### src/rtl/sdram_host_pkg.sv
`default_nettype none
// +----------------------------------------------------------------------+
// | sdram_host_pkg: shared types for the SDRAM host request queue        |
// | Revision: 1.0                                                        |
// +----------------------------------------------------------------------+
package sdram_host_pkg;

  localparam int HOST_ADDR_W = 24;
  localparam int HOST_DATA_W = 16;

  typedef enum logic [1:0] {
    IDLE      = 2'd0,
    ISSUE     = 2'd1,
    WAIT_DONE = 2'd2
  } state_t;

  typedef struct packed {
    logic                   we;
    logic [HOST_ADDR_W-1:0] addr;
    logic [HOST_DATA_W-1:0] wdata;
  } req_t;

endpackage
`default_nettype wire

### src/rtl/sdram_req_fifo.sv
`default_nettype none
// +----------------------------------------------------------------------+
// | sdram_req_fifo: synchronous request FIFO with first-word fall-through|
// | Revision: 1.0                                                        |
// +----------------------------------------------------------------------+
module sdram_req_fifo
  import sdram_host_pkg::*;
#(
  parameter int  DEPTH   = 4,
  parameter type ENTRY_T = req_t
) (
  input  logic                   clk,
  input  logic                   rst,
  input  logic                   push,
  input  ENTRY_T                 push_data,
  input  logic                   pop,
  output ENTRY_T                 head,
  output logic [$clog2(DEPTH):0] level,
  output logic                   full,
  output logic                   empty
);

  localparam int PTR_W = $clog2(DEPTH);

  ENTRY_T           mem [DEPTH];
  logic [PTR_W-1:0] wr_ptr;
  logic [PTR_W-1:0] rd_ptr;
  logic             do_push;
  logic             do_pop;

  assign full    = (level == ($clog2(DEPTH)+1)'(DEPTH));
  assign empty   = (level == '0);
  assign head    = mem[rd_ptr];
  assign do_pop  = pop && !empty;
  // A simultaneous pop frees the slot, so a push into a full FIFO is legal then
  assign do_push = push && (!full || do_pop);

  always_ff @(posedge clk) begin
    if (do_push) mem[wr_ptr] <= push_data;
  end

  always_ff @(posedge clk) begin
    if (rst) begin
      wr_ptr <= '0;
      rd_ptr <= '0;
      level  <= '0;
    end else begin
      if (do_push) wr_ptr <= wr_ptr + 1'b1;
      if (do_pop)  rd_ptr <= rd_ptr + 1'b1;
      case ({do_push, do_pop})
        2'b10:   level <= level + 1'b1;
        2'b01:   level <= level - 1'b1;
        default: level <= level;
      endcase
    end
  end

endmodule
`default_nettype wire

### src/rtl/sdram_host_queue.sv
`default_nettype none
// +----------------------------------------------------------------------+
// | sdram_host_queue: request FIFO, issue sequencer and response slot    |
// | feeding the SDRAM controller host port. Optional SDRAM_HOST_QUEUE_STATS_EN
// | adds saturating write/read/drop counters. Revision: 1.0             |
// +----------------------------------------------------------------------+
module sdram_host_queue
  import sdram_host_pkg::*;
#(
  parameter int DEPTH     = 4,
  parameter int ADDR_W    = HOST_ADDR_W,
  parameter int DATA_W    = HOST_DATA_W,
  parameter int BUSY_WAIT = 15
) (
  input  logic                   clk,
  input  logic                   rst,
  input  logic                   req_valid,
  output logic                   req_ready,
  input  logic                   req_we,
  input  logic [ADDR_W-1:0]      req_addr,
  input  logic [DATA_W-1:0]      req_wdata,
  output logic                   rsp_valid,
  input  logic                   rsp_ready,
  output logic [DATA_W-1:0]      rsp_data,
  output logic [ADDR_W-1:0]      ctl_wr_addr,
  output logic [DATA_W-1:0]      ctl_wr_data,
  output logic                   ctl_wr_en,
  output logic                   ctl_rd_en,
  input  logic                   ctl_busy,
  input  logic [DATA_W-1:0]      ctl_rd_data,
  input  logic                   ctl_rd_ready,
  output logic [$clog2(DEPTH):0] q_level
`ifdef SDRAM_HOST_QUEUE_STATS_EN
  ,
  output logic [15:0]            stat_wr_cnt,
  output logic [15:0]            stat_rd_cnt,
  output logic [7:0]             stat_drop_cnt
`endif
);

  localparam int CNT_W = $clog2(BUSY_WAIT + 1);

  typedef struct packed {
    logic              we;
    logic [ADDR_W-1:0] addr;
    logic [DATA_W-1:0] wdata;
  } entry_t;

  state_t           state;
  state_t           next_state;
  entry_t           in_req;
  entry_t           head;
  entry_t           cmd;
  logic             fifo_full;
  logic             fifo_empty;
  logic             pop;
  logic             capture;
  logic             wr_en_d;
  logic             rd_en_d;
  logic             captured;
  logic [CNT_W-1:0] wait_cnt;

  assign in_req      = {req_we, req_addr, req_wdata};
  assign req_ready   = !fifo_full;
  assign ctl_wr_addr = cmd.addr;
  assign ctl_wr_data = cmd.wdata;

  sdram_req_fifo #(
    .DEPTH   (DEPTH),
    .ENTRY_T (entry_t)
  ) u_fifo (
    .clk       (clk),
    .rst       (rst),
    .push      (req_valid && req_ready),
    .push_data (in_req),
    .pop       (pop),
    .head      (head),
    .level     (q_level),
    .full      (fifo_full),
    .empty     (fifo_empty)
  );

  always_ff @(posedge clk) begin
    if (rst) state <= IDLE;
    else     state <= next_state;
  end

  always_comb begin
    next_state = state;
    case (state)
      // Reads wait for an empty response slot; nothing overtakes the head
      IDLE:      if (!fifo_empty && !ctl_busy && (head.we || !rsp_valid))
                   next_state = ISSUE;
      ISSUE:     if (ctl_busy)
                   next_state = WAIT_DONE;
                 else if (wait_cnt == CNT_W'(BUSY_WAIT - 1))
                   next_state = IDLE;
      WAIT_DONE: if (!ctl_busy && (cmd.we || captured || ctl_rd_ready))
                   next_state = IDLE;
      default:   next_state = IDLE;
    endcase
  end

  always_comb begin
    pop     = (state == IDLE) && (next_state == ISSUE);
    capture = (state == WAIT_DONE) && !cmd.we && ctl_rd_ready && !captured;
    wr_en_d = (next_state == ISSUE) && (pop ? head.we : cmd.we);
    rd_en_d = (next_state == ISSUE) && !(pop ? head.we : cmd.we);
  end

  always_ff @(posedge clk) begin
    if (rst) begin
      cmd       <= '0;
      ctl_wr_en <= 1'b0;
      ctl_rd_en <= 1'b0;
      wait_cnt  <= '0;
      captured  <= 1'b0;
      rsp_valid <= 1'b0;
      rsp_data  <= '0;
    end else begin
      ctl_wr_en <= wr_en_d;
      ctl_rd_en <= rd_en_d;
      if (pop) cmd <= head;
      if ((state == ISSUE) && !ctl_busy) wait_cnt <= wait_cnt + 1'b1;
      else                               wait_cnt <= '0;
      if (capture)                 captured <= 1'b1;
      else if (state != WAIT_DONE) captured <= 1'b0;
      // A capture wins over a same-cycle consume so fresh data is never lost
      if (capture) begin
        rsp_valid <= 1'b1;
        rsp_data  <= ctl_rd_data;
      end else if (rsp_valid && rsp_ready) begin
        rsp_valid <= 1'b0;
      end
    end
  end

`ifdef SDRAM_HOST_QUEUE_STATS_EN
  logic wr_done;
  logic timeout;

  assign wr_done = (state == WAIT_DONE) && (next_state == IDLE) && cmd.we;
  assign timeout = (state == ISSUE) && (next_state == IDLE);

  always_ff @(posedge clk) begin
    if (rst) begin
      stat_wr_cnt   <= '0;
      stat_rd_cnt   <= '0;
      stat_drop_cnt <= '0;
    end else begin
      if (wr_done && (stat_wr_cnt != '1))   stat_wr_cnt   <= stat_wr_cnt + 1'b1;
      if (capture && (stat_rd_cnt != '1))   stat_rd_cnt   <= stat_rd_cnt + 1'b1;
      if (timeout && (stat_drop_cnt != '1)) stat_drop_cnt <= stat_drop_cnt + 1'b1;
    end
  end
`endif

endmodule
`default_nettype wire

### config.mk
export PLATFORM = sky130hd
export DESIGN_NAME = sdram_host_queue
export DESIGN_NICKNAME = d
export VERILOG_FILES = /design/src/rtl/sdram_host_pkg.sv /design/src/rtl/sdram_req_fifo.sv /design/src/rtl/sdram_host_queue.sv
export SDC_FILE = /design/constraint.sdc
export NUM_CORES = 1
export LEC_CHECK = 0
export ABC_AREA = 1
export BUFFER_PORTS_ARGS = -buffer_cell sky130_fd_sc_hd__buf_4
export CAP_MARGIN = 0
export CORE_MARGIN = 2
export CORE_UTILIZATION = 40
export DETAILED_ROUTE_END_ITERATION = 8
export PLACE_DENSITY_LB_ADDON = 0.08
export SLEW_MARGIN = 20
export SYNTH_ARGS = -nofsm -noshare
export SYNTH_HDL_FRONTEND = slang
export SYNTH_SLANG_ARGS = --single-unit
### constraint.sdc
create_clock -name clk -period 3.5 [get_ports clk]
set_input_delay 1.05 -clock clk [delete_from_list [all_inputs] [get_ports clk]]
set_output_delay 1.05 -clock clk [all_outputs]
set_load 0.01 [all_outputs]
==> results_dict.tcl <==
set metrics [dict create \
    cp_max_fo 52 \
    first_pass_iters 5 \
    fp.coreArea_um2 25300 \
    r2r_slack_ps 1090 \
    ctsRootBufferMaster "clkbuf_16" \
    drive_gt1_frac 0.173 \
    dieArea_um2 27000 \
    min_to "rsp_data[2]" \
    swShare 0.303 \
    required_ps 3910 \
    min_from "rsp_data[2]" \
    worst_path_max_delay_cell "dfxtp_4" \
    worstPathCellList "nand2_1 > nand3_2 > nand2_2 > nand2_4 > nand2_4 > inv_6 > ha_1 > inv_1 > fa_1 > a21oi_1 > o21ai_0 > o21ai_0 > a21oi_1" \
    multiInputGateArea_um2 2700 \
    synth-seq-area-share 0.626 \
    seqCellArea_um2 6450 \
    avgSynthCellArea_um2 9.53 \
    holdWs_ps 444 \
    cts_buffer_depth 3 \
    setup_viol 0 \
    first_global_vias 6228 \
    cp_data_arrival_time_ps 2820 \
    fin_nets 1232 \
    cts_tree "done" \
    reg2reg_depth 13 \
    p_seq_frac 0.419 \
    grtUsageTotal 0.160 \
    cp-end-kind "register" \
    ys_ff_latch 240 \
    reg2reg_to "u_fifo.level[2]" \
    cts_sinks 240 \
    whs_path_depth 2 \
    synth_cell_type_count 28 \
    vias 6729 \
    clk_pin_slew_ps 60 \
    max_slew_margin 0.377 \
    place_hpwl_um 12600 \
    grt-ovfl-total 0 \
    crit_type "reg -> reg" \
    via_per_inst 4.45 \
    dr.first_iter.drc_count 441 \
    power_leakage_uw 0.00528 \
    dieHeight_um 164 \
    holdBufCountCts 0 \
    startpoint_type "register" \
    gp_congestion 0.694 \
    cts_setup_buffers 0 \
    pwr-share-clk 0.328 \
    grt_max_degree 81 \
    finClkSkew_ps 6.38 \
    synth_area_um2 10300 \
    grt_pass1_wl_um 33800 \
    period_needed_ps 2410 \
    antenna_found_initial 1 \
    finalCritPeriodShare 0.689 \
    hp-class "reg -> reg" \
    yosys_warnings 0 \
    drc 0 \
    syn_nets 1151 \
    fin_tns_setup_ps 0 \
    num_rows 58 \
    post_drt_wl_per_cell_um 14.4 \
    synthCells 1080 \
    cts-resized-gates 0 \
    grt_busiest_layer "met2" \
    pwr-share-comb 0.253 \
    clock.fmax_ghz 0.415 \
    antenna_left 0 \
    initial_utilization 0.408 \
    grt_use_met1 0.216 \
    n_fill_cell 2424 \
    max_slew.worst_pin.slew_ps 935 \
    port_buffers 125 \
    use_met3 0.0264 \
    maxCapViolCount 0 \
    grt_use_met2 0.268 \
    rsz0062_at_grt "no" \
    drt_wl_total_um 21700 \
    numCtsBuffers 27 \
    cpPeakStageDelay_ps 720 \
    finalHoldViolCount 0 \
    slew_viol_final 0 \
    design.portCount 126 \
    status "complete, no violations" \
    p_sw_uw 2660 \
    powerDensity_nw_per_um2 724 \
    h-tree-depth 1 \
    die_w_um 164 \
    syn_to_final_growth_pct 18.2 \
    p_int_uw 6140 \
    insertion_delay_ps 520 \
    vdd_drop_max_v 0.000397 \
]
-- Yosys cell counts, drive strengths merged --
| master | number | area share |
|---|---|---|
| nand2 | 261 | 0.097 |
| or2 | 2 | 0.0012 |
| xor2 | 1 | 0.00085 |
| inv | 159 | 0.059 |
| fa | 1 | 0.0019 |
| ha | 7 | 0.0085 |
| dfxtp | 76 | 0.15 |
| nand3b | 41 | 0.030 |
| clkbuf | 15 | 0.0055 |
| a21oi | 27 | 0.013 |
| nor2 | 177 | 0.068 |
| xnor2 | 1 | 0.00085 |
| buf | 72 | 0.051 |
| o21ai | 22 | 0.011 |
| nand3 | 54 | 0.027 |
| edfxtp | 164 | 0.48 |
-- cell type report --
| type | count | share of cell area |
|---|---|---|
| clock buffers | 38 | 0.0622 |
| diodes | 1 | 0.000206 |
| flip-flops and latches | 240 | 0.530 |
| multi-input cells | 594 | 0.222 |
| inverters | 159 | 0.0497 |
| well taps | 330 | 0.0339 |
| clock inverters | 12 | 0.0132 |
| repair buffers | 139 | 0.0889 |
-- power by group through the flow --
| stage | registers (µW) | clock network, µW | logic [µW] |
|---|---|---|---|
| detailed placement | 3750 | 0 | 2270 |
| floorplan | 3670 | 0 | 1810 |
| global route | 3740 | 3070 | 2540 |
| finish | 3690 | 2890 | 2230 |
| global placement | 3750 | 0 | 2260 |
| CTS | 3690 | 2960 | 2270 |
-- per-layer routing --
metal / share of wire / vias up / wire [µm]
met5: 0 / - / 0
met4: 0.019 / 0 / 416
met3: 0.042 / 31 / 911
met2: 0.47 / 116 / 10300
met1: 0.47 / 3071 / 10100
li1: - / 3511 / -
-- worst max-delay path, delay by kind of cell (launching register included) --
family,cells,cell delay [ps]
fa+ha+maj,2,510
flops,1,720
buf+inv,2,110
simple gates,5,480
compound gates,4,460
-- how the worst max path moves through the flow --
stage,start,end,slack (ps),cells after the start
4_1_cts,register,u_fifo.level[2],1070,13
5_1_grt,register,u_fifo.level[2],880,13
6_report,register,u_fifo.level[2],1090,13
2_1_floorplan,req_valid,u_fifo.mem[0][0],110,2
3_5_place_dp,ctl_busy,u_fifo.level[2],740,13
3_3_place_gp,ctl_busy,u_fifo.level[2],750,13
-- flip-flops by register name, indices dropped and copies added, names as in the netlist, named ones only --
register       cells
ctl_wr_en          1
rsp_valid          1
ctl_wr_addr       24
cmd                1
u_fifo.mem       164
wait_cnt           4
u_fifo.wr_ptr      2
u_fifo.rd_ptr      2
u_fifo.level       3
state              2
captured           1
rsp_data          16
ctl_rd_en          1
ctl_wr_data       16
-- cell usage in the layout, fill, tap and decap left out, drive strengths merged --
master / netlist / layout
a21oi: 27 / 27
buf: 72 / 139
bufinv: 0 / 4
clkbuf: 15 / 38
clkinv: 0 / 7
dfxtp: 76 / 76
diode: 0 / 1
edfxtp: 164 / 164
fa: 1 / 1
ha: 7 / 7
inv: 159 / 160
nand2: 261 / 261
nand3: 54 / 54
nand3b: 41 / 41
nor2: 177 / 177
o21ai: 22 / 22
or2: 2 / 2
xnor2: 1 / 1
xor2: 1 / 1
-- kinds of logic after synthesis --
| kind of cell | synth area share |
|---|---|
| compound gates | 0.0238 |
| xor+xnor | 0.00170 |
| simple gates | 0.223 |
| fa+ha+maj | 0.0105 |
| buf+inv | 0.115 |
| flops | 0.626 |
-- per-stage QoR --
step,total power (µW),instances,util,worst slack [ps],cell area (µm²)
floorplan,5480,1080,-,108,10300
global placement,6000,1462,0.445,749,11200
detailed placement,6020,1462,0.445,743,11200
CTS,8930,1512,0.482,1070,12200
global route,9340,1513,0.482,881,12200
finish,8800,1513,0.482,1090,12200
Note: power is estimated with default switching activity, not from simulation.
